$ cat src/rtl/light_hash_pkg.sv
// light_hash_pkg: shared constants, types and helpers for the streaming
// light hash.
//   IV            : 8-byte initial value, H[i] starts at IV[i mod 8]
//   CHAR_*        : bounds of the accepted ASCII alphanumeric ranges
//   lh_state_e    : controller states
//   is_valid_char : 1 when a character lies in one of the accepted ranges
//   aes128_sbox   : AES forward S-box lookup
package light_hash_pkg;

  localparam logic [7:0] IV [8] = '{8'h34, 8'h55, 8'h0F, 8'h14,
                                    8'hAA, 8'h25, 8'hD4, 8'hE8};

  localparam logic [7:0] CHAR_DIGIT_LO = 8'h30;
  localparam logic [7:0] CHAR_DIGIT_HI = 8'h39;
  localparam logic [7:0] CHAR_UPPER_LO = 8'h41;
  localparam logic [7:0] CHAR_UPPER_HI = 8'h5A;
  localparam logic [7:0] CHAR_LOWER_LO = 8'h61;
  localparam logic [7:0] CHAR_LOWER_HI = 8'h7A;

  typedef enum logic [1:0] {
    ACCEPT = 2'd0,
    ROUND  = 2'd1,
    OUTPUT = 2'd2
  } lh_state_e;

  localparam logic [7:0] SBOX [256] = '{
    8'h63, 8'h7c, 8'h77, 8'h7b, 8'hf2, 8'h6b, 8'h6f, 8'hc5, 8'h30, 8'h01, 8'h67, 8'h2b, 8'hfe, 8'hd7, 8'hab, 8'h76,
    8'hca, 8'h82, 8'hc9, 8'h7d, 8'hfa, 8'h59, 8'h47, 8'hf0, 8'had, 8'hd4, 8'ha2, 8'haf, 8'h9c, 8'ha4, 8'h72, 8'hc0,
    8'hb7, 8'hfd, 8'h93, 8'h26, 8'h36, 8'h3f, 8'hf7, 8'hcc, 8'h34, 8'ha5, 8'he5, 8'hf1, 8'h71, 8'hd8, 8'h31, 8'h15,
    8'h04, 8'hc7, 8'h23, 8'hc3, 8'h18, 8'h96, 8'h05, 8'h9a, 8'h07, 8'h12, 8'h80, 8'he2, 8'heb, 8'h27, 8'hb2, 8'h75,
    8'h09, 8'h83, 8'h2c, 8'h1a, 8'h1b, 8'h6e, 8'h5a, 8'ha0, 8'h52, 8'h3b, 8'hd6, 8'hb3, 8'h29, 8'he3, 8'h2f, 8'h84,
    8'h53, 8'hd1, 8'h00, 8'hed, 8'h20, 8'hfc, 8'hb1, 8'h5b, 8'h6a, 8'hcb, 8'hbe, 8'h39, 8'h4a, 8'h4c, 8'h58, 8'hcf,
    8'hd0, 8'hef, 8'haa, 8'hfb, 8'h43, 8'h4d, 8'h33, 8'h85, 8'h45, 8'hf9, 8'h02, 8'h7f, 8'h50, 8'h3c, 8'h9f, 8'ha8,
    8'h51, 8'ha3, 8'h40, 8'h8f, 8'h92, 8'h9d, 8'h38, 8'hf5, 8'hbc, 8'hb6, 8'hda, 8'h21, 8'h10, 8'hff, 8'hf3, 8'hd2,
    8'hcd, 8'h0c, 8'h13, 8'hec, 8'h5f, 8'h97, 8'h44, 8'h17, 8'hc4, 8'ha7, 8'h7e, 8'h3d, 8'h64, 8'h5d, 8'h19, 8'h73,
    8'h60, 8'h81, 8'h4f, 8'hdc, 8'h22, 8'h2a, 8'h90, 8'h88, 8'h46, 8'hee, 8'hb8, 8'h14, 8'hde, 8'h5e, 8'h0b, 8'hdb,
    8'he0, 8'h32, 8'h3a, 8'h0a, 8'h49, 8'h06, 8'h24, 8'h5c, 8'hc2, 8'hd3, 8'hac, 8'h62, 8'h91, 8'h95, 8'he4, 8'h79,
    8'he7, 8'hc8, 8'h37, 8'h6d, 8'h8d, 8'hd5, 8'h4e, 8'ha9, 8'h6c, 8'h56, 8'hf4, 8'hea, 8'h65, 8'h7a, 8'hae, 8'h08,
    8'hba, 8'h78, 8'h25, 8'h2e, 8'h1c, 8'ha6, 8'hb4, 8'hc6, 8'he8, 8'hdd, 8'h74, 8'h1f, 8'h4b, 8'hbd, 8'h8b, 8'h8a,
    8'h70, 8'h3e, 8'hb5, 8'h66, 8'h48, 8'h03, 8'hf6, 8'h0e, 8'h61, 8'h35, 8'h57, 8'hb9, 8'h86, 8'hc1, 8'h1d, 8'h9e,
    8'he1, 8'hf8, 8'h98, 8'h11, 8'h69, 8'hd9, 8'h8e, 8'h94, 8'h9b, 8'h1e, 8'h87, 8'he9, 8'hce, 8'h55, 8'h28, 8'hdf,
    8'h8c, 8'ha1, 8'h89, 8'h0d, 8'hbf, 8'he6, 8'h42, 8'h68, 8'h41, 8'h99, 8'h2d, 8'h0f, 8'hb0, 8'h54, 8'hbb, 8'h16
  };

  function automatic logic [7:0] aes128_sbox(input logic [7:0] x);
    return SBOX[x];
  endfunction

  function automatic logic is_valid_char(input logic [7:0] c);
    return ((c >= CHAR_DIGIT_LO) && (c <= CHAR_DIGIT_HI)) ||
           ((c >= CHAR_UPPER_LO) && (c <= CHAR_UPPER_HI)) ||
           ((c >= CHAR_LOWER_LO) && (c <= CHAR_LOWER_HI));
  endfunction

endpackage

$ cat src/rtl/light_hash_round.sv
// light_hash_round: one combinational hash round on character c.
//   h_i [8N-1:0] : state before the round, byte i at h_i[8i+7:8i]
//   c_i [7:0]    : absorbed character
//   h_o [8N-1:0] : state after the round
module light_hash_round
  import light_hash_pkg::*;
#(
  parameter int DIGEST_BYTES = 8
) (
  input  logic [8*DIGEST_BYTES-1:0] h_i,
  input  logic [7:0]                c_i,
  output logic [8*DIGEST_BYTES-1:0] h_o
);

  logic [8*DIGEST_BYTES-1:0] h_tmp;
  logic [7:0]                t;

  // Bytes are updated in place and in order, so the last two bytes see the
  // freshly written H[0] and H[1] from this same round.
  always_comb begin
    h_tmp = h_i;
    t     = '0;
    for (int i = 0; i < DIGEST_BYTES; i++) begin
      t = h_tmp[8*((i+2)%DIGEST_BYTES) +: 8] ^ c_i;
      t = t << (i % 8);
      h_tmp[8*i +: 8] = aes128_sbox(t);
    end
  end

  assign h_o = h_tmp;

endmodule

$ cat src/rtl/light_hash_stream.sv
// light_hash_stream: streaming light hash. Characters are absorbed one per
// handshake, each followed by ROUNDS rounds (ROUNDS_PER_CYCLE per clock);
// after the last character the digest is offered on a second handshake.
//   clk, rst_n            : clock, async active-low reset
//   ptxt_char/valid/last  : character input, ptxt_ready back-pressure
//   digest [8N-1:0]       : H[i] at digest[8i+7:8i], zero unless valid and ok
//   digest_valid/err      : digest offered; err = message had a bad char
//   digest_ready          : consumer accepts the digest
//
// state  | meaning
// ACCEPT | waiting for a character, ptxt_ready=1
// ROUND  | applying rounds to the registered character
// OUTPUT | digest presented, waiting for digest_ready
module light_hash_stream
  import light_hash_pkg::*;
#(
  parameter int DIGEST_BYTES     = 8,
  parameter int ROUNDS           = 32,
  parameter int ROUNDS_PER_CYCLE = 1
) (
  input  logic                      clk,
  input  logic                      rst_n,
  input  logic [7:0]                ptxt_char,
  input  logic                      ptxt_valid,
  input  logic                      ptxt_last,
  output logic                      ptxt_ready,
  output logic [8*DIGEST_BYTES-1:0] digest,
  output logic                      digest_valid,
  output logic                      digest_err,
  input  logic                      digest_ready
);

  localparam int HW = 8 * DIGEST_BYTES;
  localparam int K  = ROUNDS / ROUNDS_PER_CYCLE;
  localparam int CW = (K > 1) ? $clog2(K) : 1;

  if ((ROUNDS < 1) || (ROUNDS_PER_CYCLE < 1) || (DIGEST_BYTES < 3) ||
      ((ROUNDS % ROUNDS_PER_CYCLE) != 0)) begin : g_param_check
    $error("light_hash_stream: need DIGEST_BYTES>=3, ROUNDS>=1, ROUNDS a multiple of ROUNDS_PER_CYCLE");
  end

  lh_state_e         state_q;
  logic [HW-1:0]     h_q;
  logic [7:0]        c_q;
  logic              last_q;
  logic              err_q;
  logic [CW-1:0]     cnt_q;
  logic              ptxt_ready_q;
  logic              digest_valid_q;
  logic              digest_err_q;
  logic [HW-1:0]     iv_full;
  logic [HW-1:0]     h_rounds;

  for (genvar i = 0; i < DIGEST_BYTES; i++) begin : g_iv
    assign iv_full[8*i +: 8] = IV[i % 8];
  end

  // ROUNDS_PER_CYCLE rounds chained combinationally per clock.
  for (genvar g = 0; g < ROUNDS_PER_CYCLE; g++) begin : g_stage
    logic [HW-1:0] h_in;
    logic [HW-1:0] h_out;
    if (g == 0) begin : g_first
      assign h_in = h_q;
    end else begin : g_next
      assign h_in = g_stage[g-1].h_out;
    end
    light_hash_round #(
      .DIGEST_BYTES(DIGEST_BYTES)
    ) u_round (
      .h_i(h_in),
      .c_i(c_q),
      .h_o(h_out)
    );
  end

  assign h_rounds = g_stage[ROUNDS_PER_CYCLE-1].h_out;

  always_ff @(posedge clk or negedge rst_n) begin
    if (!rst_n) begin
      state_q        <= ACCEPT;
      h_q            <= iv_full;
      c_q            <= '0;
      last_q         <= 1'b0;
      err_q          <= 1'b0;
      cnt_q          <= '0;
      ptxt_ready_q   <= 1'b1;
      digest_valid_q <= 1'b0;
      digest_err_q   <= 1'b0;
    end else begin
      case (state_q)
        ACCEPT: begin
          if (ptxt_valid) begin
            c_q          <= ptxt_char;
            last_q       <= ptxt_last;
            cnt_q        <= '0;
            ptxt_ready_q <= 1'b0;
            state_q      <= ROUND;
            if (!is_valid_char(ptxt_char)) err_q <= 1'b1;
          end
        end
        ROUND: begin
          h_q <= h_rounds;
          if (cnt_q == CW'(K - 1)) begin
            cnt_q <= '0;
            if (last_q) begin
              state_q        <= OUTPUT;
              digest_valid_q <= 1'b1;
              digest_err_q   <= err_q;
            end else begin
              state_q      <= ACCEPT;
              ptxt_ready_q <= 1'b1;
            end
          end else begin
            cnt_q <= cnt_q + 1'b1;
          end
        end
        OUTPUT: begin
          if (digest_ready) begin
            h_q            <= iv_full;
            err_q          <= 1'b0;
            state_q        <= ACCEPT;
            digest_valid_q <= 1'b0;
            digest_err_q   <= 1'b0;
            ptxt_ready_q   <= 1'b1;
          end
        end
        default: state_q <= ACCEPT;
      endcase
    end
  end

  assign ptxt_ready   = ptxt_ready_q;
  assign digest_valid = digest_valid_q;
  assign digest_err   = digest_err_q;
  // H does not change while in OUTPUT, so gating it keeps the digest stable.
  assign digest       = (digest_valid_q && !digest_err_q) ? h_q : '0;

endmodule

$ cat config.mk
export PLATFORM = sky130hd
export DESIGN_NAME = light_hash_stream
export DESIGN_NICKNAME = d
export VERILOG_FILES = /design/src/rtl/light_hash_pkg.sv /design/src/rtl/light_hash_round.sv /design/src/rtl/light_hash_stream.sv
export SDC_FILE = /design/constraint.sdc
export NUM_CORES = 1
export LEC_CHECK = 0
export BUFFER_PORTS_ARGS = -buffer_cell sky130_fd_sc_hd__buf_2
export CORE_UTILIZATION = 25
export CTS_CLUSTER_DIAMETER = 60
export DETAILED_ROUTE_END_ITERATION = 16
export MAX_ROUTING_LAYER = met4
export PLACE_DENSITY_LB_ADDON = 0.25
export SLEW_MARGIN = 5
export SYNTH_ARGS = -nofsm -noshare
export SYNTH_HDL_FRONTEND = slang
export SYNTH_SLANG_ARGS = --single-unit
export TNS_END_PERCENT = 30
$ cat constraint.sdc
create_clock -name clk -period 8.3 [get_ports clk]
set_input_delay 1.66 -clock clk [delete_from_list [all_inputs] [get_ports clk]]
set_output_delay 1.66 -clock clk [all_outputs]
set_load 0.03 [all_outputs]
==> results.py <==
metrics = {
    "timing": {
        "fin_crit_sh": 0.595,
        "rsz0062_at_grt": "no",
        "period_needed_ps": 4940,
        "clock_skew_ps": 10.3,
        "fmax_mhz": 203,
        "holdWs_ps": 474,
        "relSlewSlack": 0.211,
        "final-setup-viol-count": 0,
        "fin_tns_setup_ps": 0,
        "maxSlewViolCount": 0,
        "hold_viol_final": 0,
        "tightest_slew_ps": 1180,
    },
    "logic_synthesis": {
        "synth_edf_count": 0,
        "synth_cell_type_count": 83,
        "synthArstFlopShare": 1.00,
        "synthTopCellsByArea": "dfrtp_1 (12%), ha_1 (6.5%), dfstp_2 (6.5%)",
        "ys_ff_latch": 80,
        "syn_area_per_cell_um2": 7.25,
        "yosys_warnings": 0,
        "synth_commonest_cells": "nand2_1 (163), nor2_1 (149), a21oi_1 (130), o21ai_0 (107), clkbuf_1 (98)",
        "yosysSeqAreaShare": 0.185,
        "synth_ff_type": "dfrtp_1",
        "syn_nets": 1583,
        "yosysTopAreaCellShare": 0.121,
        "synth_top_area_cell": "dfrtp_1",
        "syn_inst": 1513,
        "synthesis.area_um2": 11000,
        "synth.most_common_cell": "nand2_1",
    },
    "cts": {
        "hold_buffers": 0,
        "cts_made_buffers": 9,
        "insertion_delay_ps": 360,
        "clkSinkCount": 80,
        "cts-htree-levels": 3,
        "root_buffer": "clkbuf_16",
        "path_clk_slew_ps": 70,
        "cts_resized": 0,
        "cts_setup_buffers": 0,
        "ctsLongestPathBuffers": 2,
        "cts_tree": "yes",
    },
    "floorplan": {
        "coreArea_um2": 43200,
        "start_util": 0.254,
        "chipWidth_um": 212,
        "pin_count": 80,
        "die_h_um": 212,
        "placementRows": 76,
        "die_area_um2": 44700,
    },
    "setup_path": {
        "r2r_slack_ps": 3360,
        "cp.arrival_ps": 5190,
        "worstRegToRegCells": 12,
        "crit_fanout": 32,
        "start_kind": "flip-flop",
        "worst_setup_path_end_kind": "flip-flop",
        "worstReg2RegEnd": "g_stage[0].h_in[53]",
        "worstSetupPathType": "flip-flop to flip-flop",
        "cp.required_ps": 8550,
        "reg2reg_from": "c_q[0]",
    },
    "finish": {
        "layout-drive-gt1-share": 0.149,
        "synthToLayoutAreaGrowth_pct": 10.8,
        "fin_nets": 1554,
        "fin_util": 0.282,
        "layout.filler_cells": 4798,
        "antenna_cells": 0,
        "final_cells": 2074,
    },
    "run": {
        "maxCapViolations": 0,
    },
    "placement": {
        "hpwl_um": 31600,
        "place_inst": 2058,
        "io_buffers": 78,
        "gp_congestion": 0.997,
    },
    "drt": {
        "wl_um": 47100,
        "postRouteAntennaNets": 0,
        "wire_per_inst_um": 22.7,
        "avgViaCountPerCell": 5.94,
        "drt-pass1-iter-count": 7,
        "drc_errors": 0,
        "num_vias": 12300,
        "drt_iter0_drc": 1770,
    },
    "global_route": {
        "grt_max_degree": 62,
        "antenna_found_initial": 0,
        "grtUsageTotal": 0.214,
        "grt_pass1_vias": 11400,
        "grt_pass1_wl_um": 72300,
        "overflow": 0,
    },
    "worst_hold_path": {
        "hold_end": "g_stage[0].h_in[13]",
        "hold_class": "flip-flop to flip-flop",
        "hold_depth": 2,
        "min_from": "g_stage[0].h_in[13]",
    },
    "outcome": {
        "status": "finished clean",
    },
}
## how the worst max path moves through the flow
stage	start	to	slack, ps	cells after the start
6_report	c_q[0]	g_stage[0].h_in[53]	3360	12
5_1_grt	c_q[0]	g_stage[0].h_in[53]	3180	12
4_1_cts	c_q[0]	g_stage[0].h_in[53]	3410	12
3_5_place_dp	c_q[0]	g_stage[0].h_in[53]	3480	12
3_3_place_gp	c_q[0]	g_stage[0].h_in[53]	3560	12
2_1_floorplan	g_stage[0].h_in[17]	g_stage[0].h_in[53]	4630	14
## placed cells by master, fill, tap and decap left out, types with 8 or more instances in the layout
master / instances
a2111oi_0: 10
a211o_1: 9
a211oi_1: 22
a21oi_1: 129
a221oi_1: 20
a22o_1: 8
a311o_1: 8
a311oi_1: 20
a31oi_1: 30
and2_1: 66
and3_1: 10
buf_2: 77
buf_4: 43
clkbuf_16: 9
dfrtp_1: 53
dfstp_2: 27
ha_1: 57
inv_1: 26
mux2_2: 8
mux2i_1: 19
mux4_2: 15
nand2_1: 163
nand3_1: 51
nor2_1: 148
nor3_1: 51
o211ai_1: 27
o21ai_0: 107
o21ai_1: 8
o221ai_1: 18
o22ai_1: 17
o311ai_0: 22
o31ai_1: 11
xnor2_1: 23
xnor2_2: 8
xor2_1: 20
## metal layers
metal,up-vias,track usage,share of wire
met5,-,-,0
met4,0,0.0827,0.041
met3,115,0.0231,0.077
met2,719,0.326,0.45
met1,5900,0.290,0.44
li1,5577,-,-
## logic make-up after synthesis
logic type      after synthesis  share of synthesized area
compound gates              553                      0.343
simple gates                528                      0.220
buf+inv                     191                     0.0761
flops                        80                      0.185
xor+xnor                     61                     0.0545
fa+ha+maj                    57                     0.0650
mux                          42                     0.0563
other cells                   1                   0.000342
## worst max-delay path: stages, from the launching register on
cell      delay, ps
dfrtp_1         730
xor2_2          170
buf_4           400
inv_1           510
ha_1            620
nor2_1          410
o21ai_0         150
a221o_1         360
a311oi_1        470
o21ai_1         220
xor2_1          210
ha_1            300
o31ai_1         240
## cell type report
class	count	area [µm²]	share of cell area
Multi-Input combinational cell	1242	8270	0.680
Sequential cell	80	2040	0.167
Tap cell	585	732	0.0602
Timing Repair Buffer	120	708	0.0582
Clock buffer	9	225	0.0185
Inverter	31	119	0.00977
Clock inverter	7	77.6	0.00638
## stage by stage
stage | setup slack, ps | instance area (µm²)
2_1_floorplan | 4630 | 11000
3_3_place_gp | 3560 | 11900
3_5_place_dp | 3480 | 11900
4_1_cts | 3410 | 12200
5_1_grt | 3180 | 12200
6_report | 3360 | 12200
## state kept, by name, indices dropped and copies added, names as in the netlist
| register | count |
|---|---|
| err_q | 1 |
| digest_err | 1 |
| state_q | 2 |
| c_q | 8 |
| last_q | 1 |
| digest_valid | 1 |
| ptxt_ready | 1 |
| g_stage.h_in | 60 |
| cnt_q | 5 |
Power is not shown: default switching activity piles up to over one toggle a cycle in this logic, so the estimate is an artifact.
